==> config.mk <==
export PLATFORM = sky130hd
export DESIGN_NAME = bus_arbiter
export DESIGN_NICKNAME = d
export VERILOG_FILES = /design/src/rtl/bus_arbiter.sv
export SDC_FILE = /design/constraint.sdc
export NUM_CORES = 1
export LEC_CHECK = 0
export CORE_ASPECT_RATIO = 2
export CORE_MARGIN = 1.5
export CORE_UTILIZATION = 31
export CTS_CLUSTER_DIAMETER = 30
export DETAILED_ROUTE_END_ITERATION = 8
export PLACE_DENSITY_LB_ADDON = 0.08
export SYNTH_ARGS = -nofsm -noshare
export SYNTH_HDL_FRONTEND = slang
export SYNTH_SLANG_ARGS = --single-unit
export TNS_END_PERCENT = 5
==> constraint.sdc <==
create_clock -name clk -period 14.43 [get_ports clk]
set_input_delay 2.886 -clock clk [delete_from_list [all_inputs] [get_ports clk]]
set_output_delay 2.886 -clock clk [all_outputs]
set_load 0.03 [all_outputs]
==> src/rtl/bus_arbiter.sv <==
// Round-robin 32-source bus arbiter with hold-time limit and one-cycle turnaround.
// Latency: grant registered one edge after a nonzero request seen in IDLE/TURN.
// Backpressure: none; an owner keeps the bus until release, request drop or expiry.
module bus_arbiter #(
    parameter int unsigned HOLD_MAX = 16
) (
    input  logic        clk,
    input  logic        clr,
    input  logic [31:0] req,
    // "release" is a reserved word, hence the suffix
    input  logic        release_i,
    output logic [31:0] grant,
    output logic [4:0]  grant_idx,
    output logic        grant_valid,
    output logic        timeout
);

    typedef enum logic [1:0] {
        IDLE  = 2'd0,
        GRANT = 2'd1,
        TURN  = 2'd2
    } state_t;

    localparam bit       HOLD_EN   = (HOLD_MAX != 0);
    localparam logic [7:0] HOLD_LAST = 8'(HOLD_MAX - 1);

    state_t      state_q, state_d;
    logic [31:0] grant_q, grant_d;
    logic [4:0]  grant_idx_q, grant_idx_d;
    logic        grant_valid_q, grant_valid_d;
    logic        timeout_q, timeout_d;
    logic [7:0]  hold_cnt_q, hold_cnt_d;
    logic [4:0]  last_idx_q, last_idx_d;

    logic        win_found;
    logic [4:0]  win_idx;
    logic [4:0]  cand;
    logic        owner_req;
    logic        expire;

    // Search starts one past the previous winner; the final candidate is the previous winner itself.
    always_comb begin
        win_found = 1'b0;
        win_idx   = last_idx_q;
        cand      = '0;
        for (int i = 0; i < 32; i++) begin
            cand = last_idx_q + 5'(i + 1);
            if (!win_found && req[cand]) begin
                win_found = 1'b1;
                win_idx   = cand;
            end
        end
    end

    assign owner_req = req[last_idx_q];
    assign expire    = HOLD_EN && (hold_cnt_q == HOLD_LAST);

    always_comb begin
        state_d       = state_q;
        grant_d       = grant_q;
        grant_idx_d   = grant_idx_q;
        grant_valid_d = grant_valid_q;
        timeout_d     = 1'b0;
        hold_cnt_d    = hold_cnt_q;
        last_idx_d    = last_idx_q;
        case (state_q)
            IDLE, TURN: begin
                if (win_found) begin
                    state_d       = GRANT;
                    grant_d       = 32'b1 << win_idx;
                    grant_idx_d   = win_idx;
                    grant_valid_d = 1'b1;
                    last_idx_d    = win_idx;
                end else begin
                    state_d       = IDLE;
                    grant_d       = '0;
                    grant_idx_d   = '0;
                    grant_valid_d = 1'b0;
                end
                hold_cnt_d = '0;
            end
            GRANT: begin
                if (release_i || !owner_req || expire) begin
                    state_d       = TURN;
                    grant_d       = '0;
                    grant_idx_d   = '0;
                    grant_valid_d = 1'b0;
                    // Forced removal only when nothing else would have ended the tenure
                    timeout_d     = expire && !release_i && owner_req;
                end
                hold_cnt_d = hold_cnt_q + 8'd1;
            end
            default: begin
                state_d       = IDLE;
                grant_d       = '0;
                grant_idx_d   = '0;
                grant_valid_d = 1'b0;
                hold_cnt_d    = '0;
            end
        endcase
    end

    always_ff @(posedge clk or negedge clr) begin
        if (!clr) begin
            state_q       <= IDLE;
            grant_q       <= '0;
            grant_idx_q   <= '0;
            grant_valid_q <= 1'b0;
            timeout_q     <= 1'b0;
            hold_cnt_q    <= '0;
            last_idx_q    <= 5'd31;
        end else begin
            state_q       <= state_d;
            grant_q       <= grant_d;
            grant_idx_q   <= grant_idx_d;
            grant_valid_q <= grant_valid_d;
            timeout_q     <= timeout_d;
            hold_cnt_q    <= hold_cnt_d;
            last_idx_q    <= last_idx_d;
        end
    end

    assign grant       = grant_q;
    assign grant_idx   = grant_idx_q;
    assign grant_valid = grant_valid_q;
    assign timeout     = timeout_q;

endmodule
# Yosys cells after proc, flatten, opt, wreduce, memory -nomap -nowiden
# Index checks and enable logic that the tools add are counted.
dict set report word_totals {
  input_bits 35
  output_inout_bits 39
  reg_bits 54
  elab_cells 290
}
dict set report classes {
  n_reduce_logical 71
  addsub 32
  mux 143
  shifts 1
  eq_ne 4
  order_cmp 32
}
# cell n
set op_table {}
lappend op_table {{5-bit by 6-bit less-than comparator with 1-bit output (second input constant)} 32}
lappend op_table {{5-bit two-way mux} 34}
lappend op_table {{1-bit binary-select mux with 5-bit select} 32}
lappend op_table {{5-bit adder (second input constant)} 16}
lappend op_table {{1-bit two-way mux} 69}
lappend op_table {{32-bit two-way mux} 2}
lappend op_table {{32-bit case mux with 2 select lines} 1}
lappend op_table {{5-bit by 4-bit adder with 5-bit output (second input constant)} 8}
lappend op_table {{1-bit logical AND} 33}
lappend op_table {{1-bit zero test} 33}
lappend op_table {{1-bit by 5-bit left shift with 32-bit output (first input constant)} 1}
lappend op_table {{5-bit by 3-bit adder with 5-bit output (second input constant)} 4}
lappend op_table {{5-bit by 2-bit adder with 5-bit output (second input constant)} 2}
lappend op_table {{5-bit case mux with 2 select lines} 1}
lappend op_table {{8-bit by 1-bit adder with 8-bit output (second input constant)} 1}
lappend op_table {{8-bit by 4-bit equality test with 1-bit output (second input constant)} 1}
lappend op_table {{8-bit two-way mux} 1}
lappend op_table {{5-bit by 1-bit adder with 5-bit output (second input constant)} 1}
lappend op_table {{2-bit case mux with 2 select lines} 1}
lappend op_table {{2-bit by 1-bit equality test with 1-bit output (second input constant)} 1}
lappend op_table {{2-bit equality test (second input constant)} 1}
lappend op_table {{2-bit zero test} 1}
lappend op_table {{1-bit logical OR} 2}
lappend op_table {{2-bit two-way mux} 1}
lappend op_table {{other kinds (4)} 4}

# Logic depth before layout (Yosys ltp)
# Gate-level depths: netlist of run 1.
dict set report logic_depth {
  ltp_word 100
  ltp_mapped 27
  mapped_depth_nobuf 16
}

# Worst setup path after synthesis of run 1
# OpenSTA, ideal clock, no wires.
dict set report synth_path {
  path_type {in2reg}
  from {in req[7]}
  to {reg grant_q[12] (netlist: grant[12])}
  stages 15
  arrival_ns 6.985
  required_ns 14.308
  setup_time_ns 0.122
  slack_ns 7.323
  path_buffers 3
  path_cell_list {mux2_1 -> mux4_2 -> mux4_2 -> or4_4 -> or2_4 -> or3_1 -> or4_1 -> clkbuf_2 -> o21ai_0 -> a2111oi_1 -> a22oi_2 -> o21ai_2 -> buf_6 -> buf_6 -> a32o_1}
}
dict set report synth_via {
  elab_chain_len 99
  word_cells_on_any_way 197
  classes_between {eq/ne: 1; shift: 1; mux: 130; reduce/logical: 65}
}
# element line
set synth_lines {}
lappend synth_lines {{start: declaration} 9} ;# input logic [31:0] req,
lappend synth_lines {{1-bit binary-select mux with 5-bit select} 48} ;# if (!win_found && req[cand]) begin
lappend synth_lines {{1-bit two-way mux (not written as such)} 48}
lappend synth_lines {{1-bit two-way mux} 48}
lappend synth_lines {{1-bit zero test} 48}
lappend synth_lines {{1-bit logical AND} 48}
lappend synth_lines {{1-bit two-way mux} 48}
lappend synth_lines {{1-bit zero test} 48}
lappend synth_lines {{1-bit logical AND} 48}
lappend synth_lines {{(+83 left out)} n/a}
lappend synth_lines {{1-bit logical AND} 48}
lappend synth_lines {{1-bit two-way mux} 48}
lappend synth_lines {{1-bit zero test} 48}
lappend synth_lines {{1-bit logical AND} 48}
lappend synth_lines {{5-bit two-way mux} 48}
lappend synth_lines {{1-bit by 5-bit left shift with 32-bit output} 70} ;# grant_d = 32'b1 << win_idx;
lappend synth_lines {{32-bit two-way mux} 68} ;# if (win_found) begin
lappend synth_lines {{32-bit case mux with 2 select lines} 66} ;# case (state_q)
lappend synth_lines {{end signal: assignment} 114} ;# grant_q <= grant_d;
lappend synth_lines {{end: declaration} 28} ;# logic [31:0] grant_q, grant_d;
# Several ways; a longest one is shown, not always the timed one. The select of a mux whose other input is x is not followed.
# A chain may end at the register's enable or synchronous reset.

# Worst setup path in the final report of run 1
dict set report layout_path {
  from {in req[9]}
  to {reg last_idx_q[1]}
}
dict set report layout_via {
  elab_chain_len 97
  word_cells_on_any_way 191
  classes_between {mux: 128; reduce/logical: 63}
}
# element line
set layout_lines {}
lappend layout_lines {{1-bit binary-select mux with 5-bit select} 48}
lappend layout_lines {{1-bit two-way mux (not written as such)} 48}
lappend layout_lines {{1-bit two-way mux} 48}
lappend layout_lines {{1-bit zero test} 48}
lappend layout_lines {{1-bit logical AND} 48}
lappend layout_lines {{1-bit two-way mux} 48}
lappend layout_lines {{1-bit zero test} 48}
lappend layout_lines {{1-bit logical AND} 48}
lappend layout_lines {{(+81 left out)} n/a}
lappend layout_lines {{1-bit two-way mux} 48}
lappend layout_lines {{1-bit zero test} 48}
lappend layout_lines {{1-bit logical AND} 48}
lappend layout_lines {{1-bit two-way mux} 48}
lappend layout_lines {{1-bit zero test} 48}
lappend layout_lines {{1-bit logical AND} 48}
lappend layout_lines {{1-bit two-way mux} 48}
lappend layout_lines {{2-bit AND reduction (no line)} n/a}
lappend layout_lines {{end signal: assignment} 119} ;# last_idx_q <= last_idx_d;
lappend layout_lines {{end: declaration} 33} ;# logic [4:0] last_idx_q, last_idx_d;
# Several ways; a longest one is shown, not always the timed one. The select of a mux whose other input is x is not followed.

==> impl_metrics.tcl, run 1 <==
set metrics [dict create \
    status "completed" \
    setup_viol 0 \
    dieArea_mm2 0.03032 \
    path_class "input port to flop" \
    r2r_cells 17 \
    syn2layout_area_growth_pct 13.73 \
    syn-num-nets 1008 \
    grt_pass1_wl_um 62450 \
    layout_min_cycle_time_ns 8.541 \
    syn-mean-instance-area_um2 9.447 \
    coreArea_mm2 0.02885 \
    synth_flop_cell "dfrtp_1" \
    critPathCapture "last_idx_q[1]" \
    hp-class "flop to flop" \
    port-buffer-count 73 \
    ant_nets 0 \
    multi_input_area_mm2 0.007346 \
    die_x_um 123.9 \
    insertion_delay_ns 0.30 \
    synth_area_mm2 0.009060 \
    cts_setup_buffers 0 \
    worstMarginPinSlew_ns 1.148 \
    ys_seq_area_share_pct 14.98 \
    cts.root.buffer_cell "clkbuf_16" \
    critPathCaptureType "flop" \
    fillerInstances 3036 \
    first_global_vias 9157 \
    grt-ovfl-total 0 \
    drc_errors 0 \
    hold_violations 0 \
    worstSetupStartpoint "req[9]" \
    drt-total-wl_um 42550 \
    slew_headroom_pct 22.93 \
    ys_ff_latch 54 \
    regToRegSetupSlack_ns 6.61 \
    maxCapViolCount 0 \
    ctsLongestPathBuffers 2 \
    synth.largest_area_cell "mux4_2" \
    synth-edff-count 0 \
    wire_per_inst_um 31.20 \
    synth_top_area_share_pct 21.13 \
    yosysUniqueCellTypes 94 \
    ctsHoldBuffers 0 \
    max_freq_ghz 0.1171 \
    start_util_pct 31.41 \
    antenna_found_initial 1 \
    crit_required_ns 14.65 \
    cts-buffers-inserted 5 \
    cts_tree "built" \
    r2r-start "last_idx_q[3]" \
    drive_above_1_share_pct 21.24 \
    startpoint_type "input port" \
    vias_per_cell 6.571 \
    h-tree-depth 2 \
    dr.pass1.iters 5 \
    cts.clk_slew.worst_paths_ns 0.07 \
    finalSetupTns_ns 0 \
    grt_max_degree 55 \
    track_usage_pct 28.65 \
    first_iter_violations 706 \
    timing.rr.end "last_idx_q[1]" \
    async_flop_share_pct 100.0 \
    synthTopCellsByCount "88 x nand2_1, 85 x mux2i_1, 85 x mux4_2, 73 x nor2_1, 50 x mux2_2" \
    nets 1051 \
    numClockSinks 54 \
    cp_max_fo 9 \
    synthTopCellsByArea "mux4_2 21%, dfrtp_1 14%, mux2i_1 9.4%" \
    ios 74 \
    final-max-slew-violation-count 0 \
    yosysMostFrequentCell "nand2_1" \
    gp_congestion 0.9472 \
    rsz0062_at_grt "false" \
    yosys_warnings 0 \
    vias 8963 \
    synthCells 959 \
    cts_resized 0 \
    rows 88 \
    skew_ns 0.005064 \
    dp_hpwl_um 33520 \
    worst_ep_arrival_time_ns 8.77 \
    seq_area_mm2 0.001361 \
    period_share_pct 59.19 \
    die_y_um 244.8 \
]
## metrics by stage
step / setup slack, ns / util (%) / cells / cell area (µm²) / hold slack (ns)
final: 5.889 / 35.72 / 1364 / 10300 / 0.4592
after global routing: 5.668 / 35.71 / 1363 / 10300 / 0.4703
after CTS: 5.965 / 35.71 / 1363 / 10300 / 0.4539
after global placement: 5.603 / 35.13 / 1355 / 10130 / 0.4396
after detailed placement: 5.685 / 35.13 / 1355 / 10130 / 0.4443
after floorplan: 7.323 / - / 959 / 9060 / 0.4251
## routing by layer
metal	vias up	wire, µm	GRT usage [%]
li1	3918	-	-
met1	4551	14120	29.13
met2	376	22990	52.88
met3	118	1799	2.463
met4	0	3647	20.79
met5	-	0	0
## how the worst min path moves through the flow
stage	start	end	slack (ns)	cells past startpoint
3_3_place_gp	hold_cnt_q[0]	hold_cnt_q[0]	0.44	1
3_5_place_dp	hold_cnt_q[0]	hold_cnt_q[0]	0.44	1
5_1_grt	hold_cnt_q[0]	hold_cnt_q[0]	0.47	1
4_1_cts	hold_cnt_q[0]	hold_cnt_q[0]	0.45	1
6_report	hold_cnt_q[0]	hold_cnt_q[0]	0.46	1
2_1_floorplan	hold_cnt_q[0]	hold_cnt_q[0]	0.43	1
## critical path, stage by stage
cell             delay, ns
clkdlybuf4s50_1       0.56
mux2i_1               0.53
mux2i_1               0.15
mux4_2                0.52
mux2_2                0.35
or4_1                 0.73
nor4_4                0.64
nand2_2               0.30
nor3_1                0.48
a21o_1                0.20
a2bb2oi_1             0.15
nand2_1               0.16
a21boi_0              0.46
o21ai_0               0.42
o21ai_0               0.22
## state kept, by name (all words and copies together) (netlist names)
| name | flops |
|---|---|
| grant | 32 |
| grant_idx | 5 |
| grant_valid | 1 |
| hold_cnt_q | 8 |
| last_idx_q | 5 |
| state_q | 2 |
| timeout | 1 |
## cells in the final DEF, fill, tap and decap left out, types with 19 or more instances in the layout
cell	netlist	routed
a32o_1	19	19
mux2i_1	85	85
xnor2_1	26	25
nor3_1	26	26
nand2_1	88	88
buf_4	5	23
o21ai_0	43	43
mux4_2	85	85
nor2_1	73	73
mux2_2	50	50
a21oi_1	36	35
clkdlybuf4s50_1	0	72
a22o_1	19	19
dfrtp_1	49	49
## final cells by class
cell class / count / share of cell area (%)
repair buffers: 96 / 8.719
multi-input cells: 824 / 71.29
clock inverters: 2 / 0.3643
inverters: 21 / 0.7650
well taps: 360 / 4.372
flip-flops and latches: 54 / 13.21
clock buffers: 6 / 1.251
diodes: 1 / 0.02429
## cell families (layout without fill, tap and decap cells)
kind of cell,count (synthesis),after routing,share of synthesized area (%)
mux,222,222,37.15
compound gates,242,242,19.97
xor+xnor,40,40,4.115
fa+ha+maj,14,14,1.933
flops,54,54,14.98
simple gates,306,306,17.54
buf+inv,81,125,4.309
other cells,0,1,0
Power of run 1 is left out: the tool's default activity adds up to more than one toggle a clock period on the data nets, which glitch-free logic cannot reach.
==> inputs of run 2 (changes only) <==
==> constraint.sdc (replaced) <==
create_clock -name clk -period 8.6 [get_ports clk]
set_input_delay 1.72 -clock clk [delete_from_list [all_inputs] [get_ports clk]]
set_output_delay 1.72 -clock clk [all_outputs]
set_load 0.03 [all_outputs]
==> run 2 against run 1 <==
  * Die area is the same
  * Critical path type unchanged
  * Core utilization rose by 0.28 points
  * Global-route usage about the same
  * Design area up 0.78%
  * Count of clock-buffer cells in the layout is the same
  * Sequential share of layout area decreased by 0.10 points
  * Register-to-register slack lost 5.4 ns
  * First-iteration DRC count rose by 0.71%
  * Highest routed layer unchanged
  * Via count about the same
  * Flip-flop and latch count unchanged
  * Setup slack lost 4.7 ns
==> impl_metrics.tcl, run 2 (synthesis results as in run 1) <==
set metrics [dict create \
    drive_above_1_share_pct 22.09 \
    rows 88 \
    insertion_delay_ns 0.31 \
    skew_ns 0.007146 \
    grt_max_degree 55 \
    ctsLongestPathBuffers 2 \
    cts-buffers-inserted 5 \
    worstMarginPinSlew_ns 1.099 \
    fillerInstances 3048 \
    die_y_um 244.8 \
    rsz0062_at_grt "false" \
    cp_max_fo 14 \
    numClockSinks 54 \
    path_class "input port to flop" \
    stdcell_area_mm2 0.01038 \
    wire_per_inst_um 30.95 \
    layout_min_cycle_time_ns 7.422 \
    cts_tree "built" \
    dr.pass1.iters 6 \
    ant_nets 0 \
    maxCapViolCount 0 \
    hold_violations 0 \
    crit_family "simple AND/OR/NAND/NOR gates" \
    coreArea_mm2 0.02885 \
    drc_errors 0 \
    cts_setup_buffers 0 \
    final_common_cell "nand2_1" \
    hold_start "hold_cnt_q[0]" \
    regToRegSetupSlack_ns 1.22 \
    vias 8964 \
    cts.root.buffer_cell "clkbuf_16" \
    worst_ep_arrival_time_ns 7.66 \
    status "completed" \
    dieArea_mm2 0.03032 \
    grt-ovfl-total 0 \
    worst_path_max_delay_cell "nor4_1" \
    die_x_um 123.9 \
    vias_per_cell 6.524 \
    period_share_pct 86.30 \
    cts_resized 0 \
    first_iter_violations 711 \
    dp_hpwl_um 34140 \
    cts.clk_slew.worst_paths_ns 0.07 \
    hold_ws_ns 0.4654 \
    finalSetupTns_ns 0 \
    gp_congestion 0.9885 \
    h-tree-depth 2 \
    port-buffer-count 73 \
    crit_required_ns 8.84 \
    r2r-start "last_idx_q[2]" \
    start_util_pct 31.41 \
    critPathCaptureType "flop" \
    ios 74 \
    startpoint_type "input port" \
    place_area_mm2 0.01022 \
    final-max-slew-violation-count 0 \
    largest_register_ff_count 32 \
    hp-class "flop to flop" \
    r2r_cells 17 \
    timing.rr.end "grant[29]" \
    antenna_found_initial 0 \
    syn2layout_area_growth_pct 14.61 \
    ctsHoldBuffers 0 \
    final_cell_mix "88 x nand2_1, 85 x mux4_2, 85 x mux2i_1, 73 x nor2_1, 72 x clkdlybuf4s50_1" \
    max_freq_ghz 0.1347 \
    cp_cell_sequence "clkdlybuf4s50_1 > mux2i_1 > mux2i_1 > mux4_2 > mux2_2 > nor4_1 > nand4_1 > nor3_1 > buf_4 > and4_1 > and2_1 > nor4_1 > xnor2_1 > nand2_1 > nor3_2 > a32o_1" \
    worstSetupStartpoint "req[17]" \
    nets 1062 \
    first_global_vias 9092 \
    track_usage_pct 28.69 \
    drt-total-wl_um 42530 \
    cpPeakStageDelay_ns 0.81 \
    setup_viol 0 \
    slew_headroom_pct 24.67 \
    crit_buf_inv 2 \
    antenna_cells 0 \
    hold_end "hold_cnt_q[0]" \
    grt_pass1_wl_um 62680 \
    min_path_cells 1 \
]
## run 2: cell types whose count changed in the layout (fill, tap and decap cells not counted)
cell     before  now
buf_4        23   34
diode_2       1    0
## run 2: worst max-delay path by stage
stage | to | slack, ns | depth (start not counted)
after detailed placement | grant[20] | 0.95 | 16
final | grant[29] | 1.18 | 16
after floorplan | grant[12] | 1.95 | 23
after global placement | grant[26] | 0.93 | 15
after global routing | grant[4] | 1.00 | 18
after CTS | grant[20] | 1.25 | 16
## run 2: routing by layer
| metal | GRT usage, % | vias to the layer above | wire length [µm] |
|---|---|---|---|
| li1 | - | 3926 | - |
| met4 | 19.13 | 0 | 3237 |
| met3 | 1.905 | 116 | 1587 |
| met1 | 30.01 | 4539 | 14650 |
| met2 | 53.22 | 383 | 23060 |
| met5 | 0 | - | 0 |
## run 2: final cells by class
cell class | instances | area [µm²] | area share [%]
clock buffer | 6 | 128.9 | 1.241
clock inverter | 2 | 37.54 | 0.3615
inverter | 21 | 78.83 | 0.7591
multi-input combinational | 824 | 7346 | 70.74
sequential | 54 | 1361 | 13.11
tap | 360 | 450.4 | 4.338
timing repair buffer | 107 | 980.9 | 9.447
## run 2: metrics by stage
step	cells	setup slack (ns)	utilization, %
global placement	1366	0.9278	35.42
finish	1374	1.178	36.00
global route	1374	1.001	36.00
floorplan	959	1.951	-
CTS	1374	1.253	36.00
detailed placement	1366	0.9463	35.42
Power of run 2 is left out for the same reason.
